==> config.mk <==
export PLATFORM = sky130hd
export DESIGN_NAME = bcd_updown_timer
export DESIGN_NICKNAME = d
export VERILOG_FILES = /design/src/rtl/bcd_updown_timer.sv
export SDC_FILE = /design/constraint.sdc
export NUM_CORES = 1
export LEC_CHECK = 0
export ABC_AREA = 1
export CAP_MARGIN = 20
export CORE_MARGIN = 4
export CORE_UTILIZATION = 25
export CTS_CLUSTER_DIAMETER = 80
export CTS_CLUSTER_SIZE = 20
export DETAILED_ROUTE_END_ITERATION = 10
export PLACE_DENSITY = 0.48
export SYNTH_ARGS = -nofsm -noshare
export SYNTH_HDL_FRONTEND = slang
export SYNTH_SLANG_ARGS = --single-unit
==> constraint.sdc <==
create_clock -name clk_1hz -period 3.62 [get_ports clk_1hz]
set_input_delay 0.543 -clock clk_1hz [delete_from_list [all_inputs] [get_ports clk_1hz]]
set_output_delay 0.543 -clock clk_1hz [all_outputs]
set_load 0.02 [all_outputs]
==> src/rtl/bcd_updown_timer.sv <==
// bcd_updown_timer: BCD mm:ss up/down timer with saturating preset load, tc pulse and expiry.
// Define TIMER_HOURS_EN to add an hh field (00..23) in front of the minutes.
module bcd_updown_timer #(
  parameter int MIN_TENS_MAX = 5,
  parameter bit AUTO_RELOAD = 1'b0
) (
  input  logic       clk_1hz,
  input  logic       reset,
  input  logic       enable,
  input  logic       up_dn,
  input  logic       load,
  input  logic [3:0] preset_sec_unit,
  input  logic [3:0] preset_sec_tens,
  input  logic [3:0] preset_min_unit,
  input  logic [3:0] preset_min_tens,
`ifdef TIMER_HOURS_EN
  input  logic [3:0] preset_hr_unit,
  input  logic [3:0] preset_hr_tens,
  output logic [3:0] hr_unit,
  output logic [3:0] hr_tens,
`endif
  output logic [3:0] sec_unit,
  output logic [3:0] sec_tens,
  output logic [3:0] min_unit,
  output logic [3:0] min_tens,
  output logic       tc,
  output logic       done
);
  typedef enum logic {COUNT, EXPIRED} state_t;
`ifdef TIMER_HOURS_EN
  localparam int W = 24;
`else
  localparam int W = 16;
`endif
  localparam logic [3:0] MT_MAX = 4'(MIN_TENS_MAX);
  state_t state;
  logic [W-1:0] cnt, ps, up, dn;
  logic [15:0] ps_lo, up_lo, dn_lo;
  logic c0, c1, c2, c3, b0, b1, b2, b3;
  logic upper_zero, wrap, zero, dn_hit;
  function automatic logic [3:0] sat(input logic [3:0] d, input logic [3:0] m);
    return d > m ? m : d;
  endfunction
  assign {min_tens, min_unit, sec_tens, sec_unit} = cnt[15:0];
  // c* are the up-carry chain, b* the down-borrow chain, lowest digit first
  always_comb begin
    c0 = sec_unit == 4'd9;
    c1 = c0 && sec_tens == 4'd5;
    c2 = c1 && min_unit == 4'd9;
    c3 = c2 && min_tens == MT_MAX;
    b0 = sec_unit == 4'd0;
    b1 = b0 && sec_tens == 4'd0;
    b2 = b1 && min_unit == 4'd0;
    b3 = b2 && min_tens == 4'd0;
    ps_lo = {sat(preset_min_tens, MT_MAX), sat(preset_min_unit, 4'd9),
             sat(preset_sec_tens, 4'd5), sat(preset_sec_unit, 4'd9)};
    up_lo = {c3 ? 4'd0 : c2 ? min_tens + 4'd1 : min_tens,
             c2 ? 4'd0 : c1 ? min_unit + 4'd1 : min_unit,
             c1 ? 4'd0 : c0 ? sec_tens + 4'd1 : sec_tens,
             c0 ? 4'd0 : sec_unit + 4'd1};
    dn_lo = {b3 ? MT_MAX : b2 ? min_tens - 4'd1 : min_tens,
             b2 ? 4'd9 : b1 ? min_unit - 4'd1 : min_unit,
             b1 ? 4'd5 : b0 ? sec_tens - 4'd1 : sec_tens,
             b0 ? 4'd9 : sec_unit - 4'd1};
  end
`ifdef TIMER_HOURS_EN
  logic [7:0] ps_hi, up_hi, dn_hi;
  logic h_top;
  assign {hr_tens, hr_unit} = cnt[23:16];
  assign ps = {ps_hi, ps_lo};
  assign up = {up_hi, up_lo};
  assign dn = {dn_hi, dn_lo};
  assign upper_zero = cnt[23:4] == '0;
  assign wrap = c3 && h_top;
  // the hour borrow from 00 is never taken: 00:00:00 is terminal, not a step
  always_comb begin
    h_top = hr_tens == 4'd2 && hr_unit == 4'd3;
    ps_hi = preset_hr_tens > 4'd2 ? 8'h23 :
            {preset_hr_tens, sat(preset_hr_unit, preset_hr_tens == 4'd2 ? 4'd3 : 4'd9)};
    up_hi = !c3 ? cnt[23:16] : h_top ? 8'h00 :
            hr_unit == 4'd9 ? {hr_tens + 4'd1, 4'd0} : {hr_tens, hr_unit + 4'd1};
    dn_hi = !b3 ? cnt[23:16] :
            hr_unit == 4'd0 ? {hr_tens - 4'd1, 4'd9} : {hr_tens, hr_unit - 4'd1};
  end
`else
  assign ps = ps_lo;
  assign up = up_lo;
  assign dn = dn_lo;
  assign upper_zero = cnt[15:4] == '0;
  assign wrap = c3;
`endif
  assign zero = upper_zero && b0;
  assign dn_hit = upper_zero && sec_unit == 4'd1;
  always_ff @(posedge clk_1hz or posedge reset) begin
    if (reset) begin
      cnt <= '0;
      tc <= 1'b0;
      done <= 1'b0;
      state <= COUNT;
    end else begin
      tc <= 1'b0;
      if (load) begin
        cnt <= ps;
        state <= COUNT;
        done <= 1'b0;
      end else if (state == COUNT && enable) begin
        if (up_dn) begin
          cnt <= up;
          tc <= wrap;
        end else if (!zero) begin
          cnt <= dn;
          tc <= dn_hit;
        end else if (AUTO_RELOAD) begin
          cnt <= ps;
        end else begin
          state <= EXPIRED;
          done <= 1'b1;
        end
      end
    end
  end
endmodule

## Yosys cells after proc, flatten, opt, wreduce, memory -nomap -nowiden

Cells that the tools add are included.
Widths: inputs -> output; s select.

- Magnitude comparators: 4
- Equal/unequal tests: 10
- Reduce and logical (&&, ||, !) cells: 24
- Add/subtract/negate cells: 8
- Bitwise gates (word level): 1
- Muxes and demuxes: 30

Operators with widths:

| kind | count |
|---|---|
| $mux 4 | 18 |
| $mux 16 | 4 |
| $add 4x1->4 const B | 4 |
| $logic_not 4->1 | 4 |
| $sub 4x1->4 const B | 4 |
| $logic_not 12->1 | 1 |
| $ne 4x1->1 const B | 3 |
| $reduce_and 4->1 | 3 |
| $reduce_bool 4->1 | 3 |
| $logic_and 1x1->1 | 9 |
| $eq 4x3->1 const B | 2 |
| $eq 4x4->1 const B | 2 |
| $gt 4x3->1 const B | 2 |
| $gt 4x4->1 const B | 2 |
| $mux 1 | 8 |
| $eq 4x1->1 const B | 1 |
| $reduce_bool 2->1 | 2 |
| $ne 3x3->1 const B | 1 |
| $reduce_and 3->1 | 1 |
| $ne 2x1->1 const B | 1 |
| $reduce_and 2->1 | 1 |
| $not 1->1 | 1 |

- Output and inout bits: 18
- Register bits after elaboration: 18
- Bits of input ports: 21

## Longest topological paths before layout

- Depth in word-level cells: 9
- Gate-level depth with buffers: 11
- Mapped depth without buffers: 11

## Least setup slack after synthesis

OpenSTA, ideal clock, no wires.

- Path type: register to register
- Start: register cnt[4]
- End: register cnt[3]
- Stages on the path, launching flop included: 10
- Clock period less this slack: 1668 ps
- Buffers on the path: 0
- Arrival time: 1545 ps
- Setup slack: 1952 ps
- Cell sequence: dfrtp_1 -> inv_1 -> ha_1 -> nand3_2 -> nor2_2 -> nand4_4 -> nand2_8 -> inv_2 -> o21ai_1 -> o21ai_1

- Cells in the longest elaborated chain, start to end: 4

RTL lines:

| what | RTL line | source |
|---|---|---|
| from (decl) | 37 | `logic [W-1:0] cnt, ps, up, dn;` |
| from (signal assigned) | 103 | `cnt <= ps;` |
| from (signal assigned) | 108 | `cnt <= up;` |
| from (signal assigned) | 111 | `cnt <= dn;` |
| $logic_not 12->1 | 89 | `assign upper_zero = cnt[15:4] == '0;` |
| $logic_and 1x1->1 | 92 | `assign zero = upper_zero && b0;` |
| $ne 3x3->1 (no line) | n/a |  |
| $reduce_and 2->1 (no line) | n/a |  |

No other way between the ends.
A chain may end at the register's enable or synchronous reset.

## Final worst setup path

- Start: input port load
- End: register cnt[7]

- Cells in the longest elaborated chain, start to end: 2
- Elaborated cells on any way between the ends: 6

RTL lines:

| what | RTL line | source |
|---|---|---|
| from (decl) | 11 | `input logic load,` |
| $ne 4x1->1 (no line), or another cell as far along | n/a |  |
| $reduce_and 4->1 (no line) | n/a |  |

Parallel ways exist; a longest one is shown, timed or not.

==> metrics.txt <==
outcome finished clean; period utilization 62.6%; die height roughly 95 um; synthesized flop and latch total 18; Mapped Nets 306; RSZ-0062 raised after global routing false; Die Wd 95.2 um; IO buf count 38; Max H-tree Level 1; via count 1,798; Hold Fails Final Rpt 0; Reg power frac between 30% and 40%; area post-placement 0.00238 sq mm; HPWL after DPL approximately 4100 um; slowest CP cell clkdlybuf4s50_1; clock latency on the worst-skew pair 0.26 ns; Mapped Area 0.00190 sq mm; vias in the first global route 1,805; Worst-Margin Slew 0.759 ns; pre-CTS setup slack 1.07 ns; cell-by-cell trace of the critical path clkdlybuf4s50_1, inv_2, nand2_1, nand2_8, nor2_4, inv_2, nand2_1, nand2_1; Unique masters post-synth 32; largest net degree at the start of global routing 19; crit-path most repeated cell nand2_1; Starting Density between 20% and 30%; post-layout util between 30% and 40%; Final ANT Viol Nets 0; post-route insts no fill 409; postcts setup bufs 0; setup ws final 1.35 ns; Seq/Total Area, Yosys 23.7%; initial drt markers 49; Tmin final 2.27 ns; Internal 555 uW; Antenna Cells 0; leakage 1.15 nW; drt wl/cell 12.5 um; setup TNS 0 ns; CORE AREA 0.00733 sq mm; Total Power 1.05 mW; share of flip-flops with an asynchronous set or reset 100%; pwr dens 433 mW/mm^2; Critical Path Source Type input port; CP Class input port to flop; Worst setup EP type flop; synth-to-layout area growth 27.5%; clk sink count 18; Hold-fix buffers, CTS 0; max-slew headroom at the worst pin 49.3%; Congestion Overflow GR 0; fillers 813; Gate Count Post-Synth around 270; TritonCTS buffer count 3; DRC Markers 0; EDFF count, synth 0; GPL Wtd Cong 0.902; switching share of power 47.1%; vias per cell 4.40; Synth Area per Inst between 6 and 7 sq um; initial antenna violation count 0; Total Routing Usage GR 12.2%; max-cap violation count 0; fmax 441 MHz; I/O pins 39; Yosys warning count 0; combinational share of power 55.1%; CP arrival 2.42 ns; clock share of power between 10% and 20%; Worst Hold Class flop to flop; drt total wl 5100 um; Clock Skew 0.00508 ns; NumNets Final 345; First-pass DRT Iterations 4; CTS root buf clkbuf_8; predominant post-synthesis flop cell dfrtp_1; slowest stage delay, CP 0.91 ns; share of layout cells above drive strength 1 17.4%; pins over their slew limit 0; die area 0.00906 sq mm; DP Cell Count 406; Cell Rows 31; Clock Path Buffers 2; Finish-stage setup viols 0; Max FO, Critical Path 14; Crit path required time about 3.8 ns; Min Hold Slack about 0.56 ns; CTS clk-pin slew, worst paths 0.08 ns; first-pass GRT wire length 8760 um; design area 0.00242 sq mm; cts repair resizes 0; CTS tree yes; Psw approximately 490 uW; Max VDD drop 160 uV
==> cells by family (layout without fill, tap and decap cells) <==
group           count (synthesis)  in the layout  share of synthesized area [%]
fa+ha+maj                      12             12                           7.90
flops                          18             18                           23.7
buf+inv                        39             76                           8.23
xor+xnor                       11             11                           5.07
compound gates                 28             28                           7.90
simple gates                  165            165                           47.2
==> critical path, delay by kind of cell <==
| kind | cells | cell delay (ns) |
|---|---|---|
| buffers and inverters | 3 | 1.24 |
| AND/OR/NAND/NOR | 5 | 0.62 |
==> sequential cells by signal, indices dropped and copies added (netlist names) <==
name	cells
state	1
cnt	16
tc	1
==> synth_stat cells (7+ instances only) <==
cell      n  share of area (%)
nand3_1  27                7.1
dfrtp_1  18                 24
inv_2    15                3.0
xor2_1   10                4.6
nand2_2   9                3.0
nand2_1  78                 15
ha_1     12                7.9
o21ai_1  10                2.6
inv_1    19                3.8
nor2_1   15                3.0
nor2_2    7                2.3
o21ai_0   9                2.4
==> power by group through the flow <==
stage	sequential, mW	combinational (mW)	clock, mW
2_1_floorplan	0.356	0.355	0
3_3_place_gp	0.325	0.592	0
3_5_place_dp	0.324	0.586	0
4_1_cts	0.321	0.589	0.161
5_1_grt	0.331	0.649	0.165
6_report	0.318	0.579	0.152
==> layout by cell type, fill, tap and decap left out, types with 4 or more instances in the layout <==
cell,instances
nor2_1,15
nand2_4,4
inv_2,15
nand2_2,9
xor2_1,10
dfrtp_1,18
nand4_1,4
a21oi_1,4
nand3_1,27
clkdlybuf4s50_1,38
inv_1,19
nor2_2,7
ha_1,12
nand2_1,78
o21ai_0,9
nor2_4,6
o21ai_1,10
==> final timing paths <==
check,start,endpoint,slack [ns],cells after the start
worst min-delay path,state,state,0.56,2
max in group asynchronous,reset,tc,2.43,2
worst min register to register,state,state,0.56,2
min in group asynchronous,reset,cnt[7],0.71,2
worst max-delay path,load,cnt[7],1.35,8
worst max register to register,cnt[4],cnt[12],1.78,11
==> area by class of cell <==
class,count,area [sq um],share of cell area (%)
Clock buffer,3,41.3,1.70
Tap cell,99,124,5.11
Timing Repair Buffer,38,380,15.7
Sequential cell,18,450,18.6
Inverter,35,134,5.53
Multi-Input combinational cell,216,1290,53.4
==> metal layers <==
layer	vias to the layer above	wire length (um)	part of all wire (%)	track usage [%]
met5	-	0	0	0
met4	0	23	0.45	1.44
met3	2	161	3.2	2.53
met2	24	2430	48	20.9
met1	816	2490	49	16.3
li1	956	-	-	-
Power figures use the tool's default switching activity.
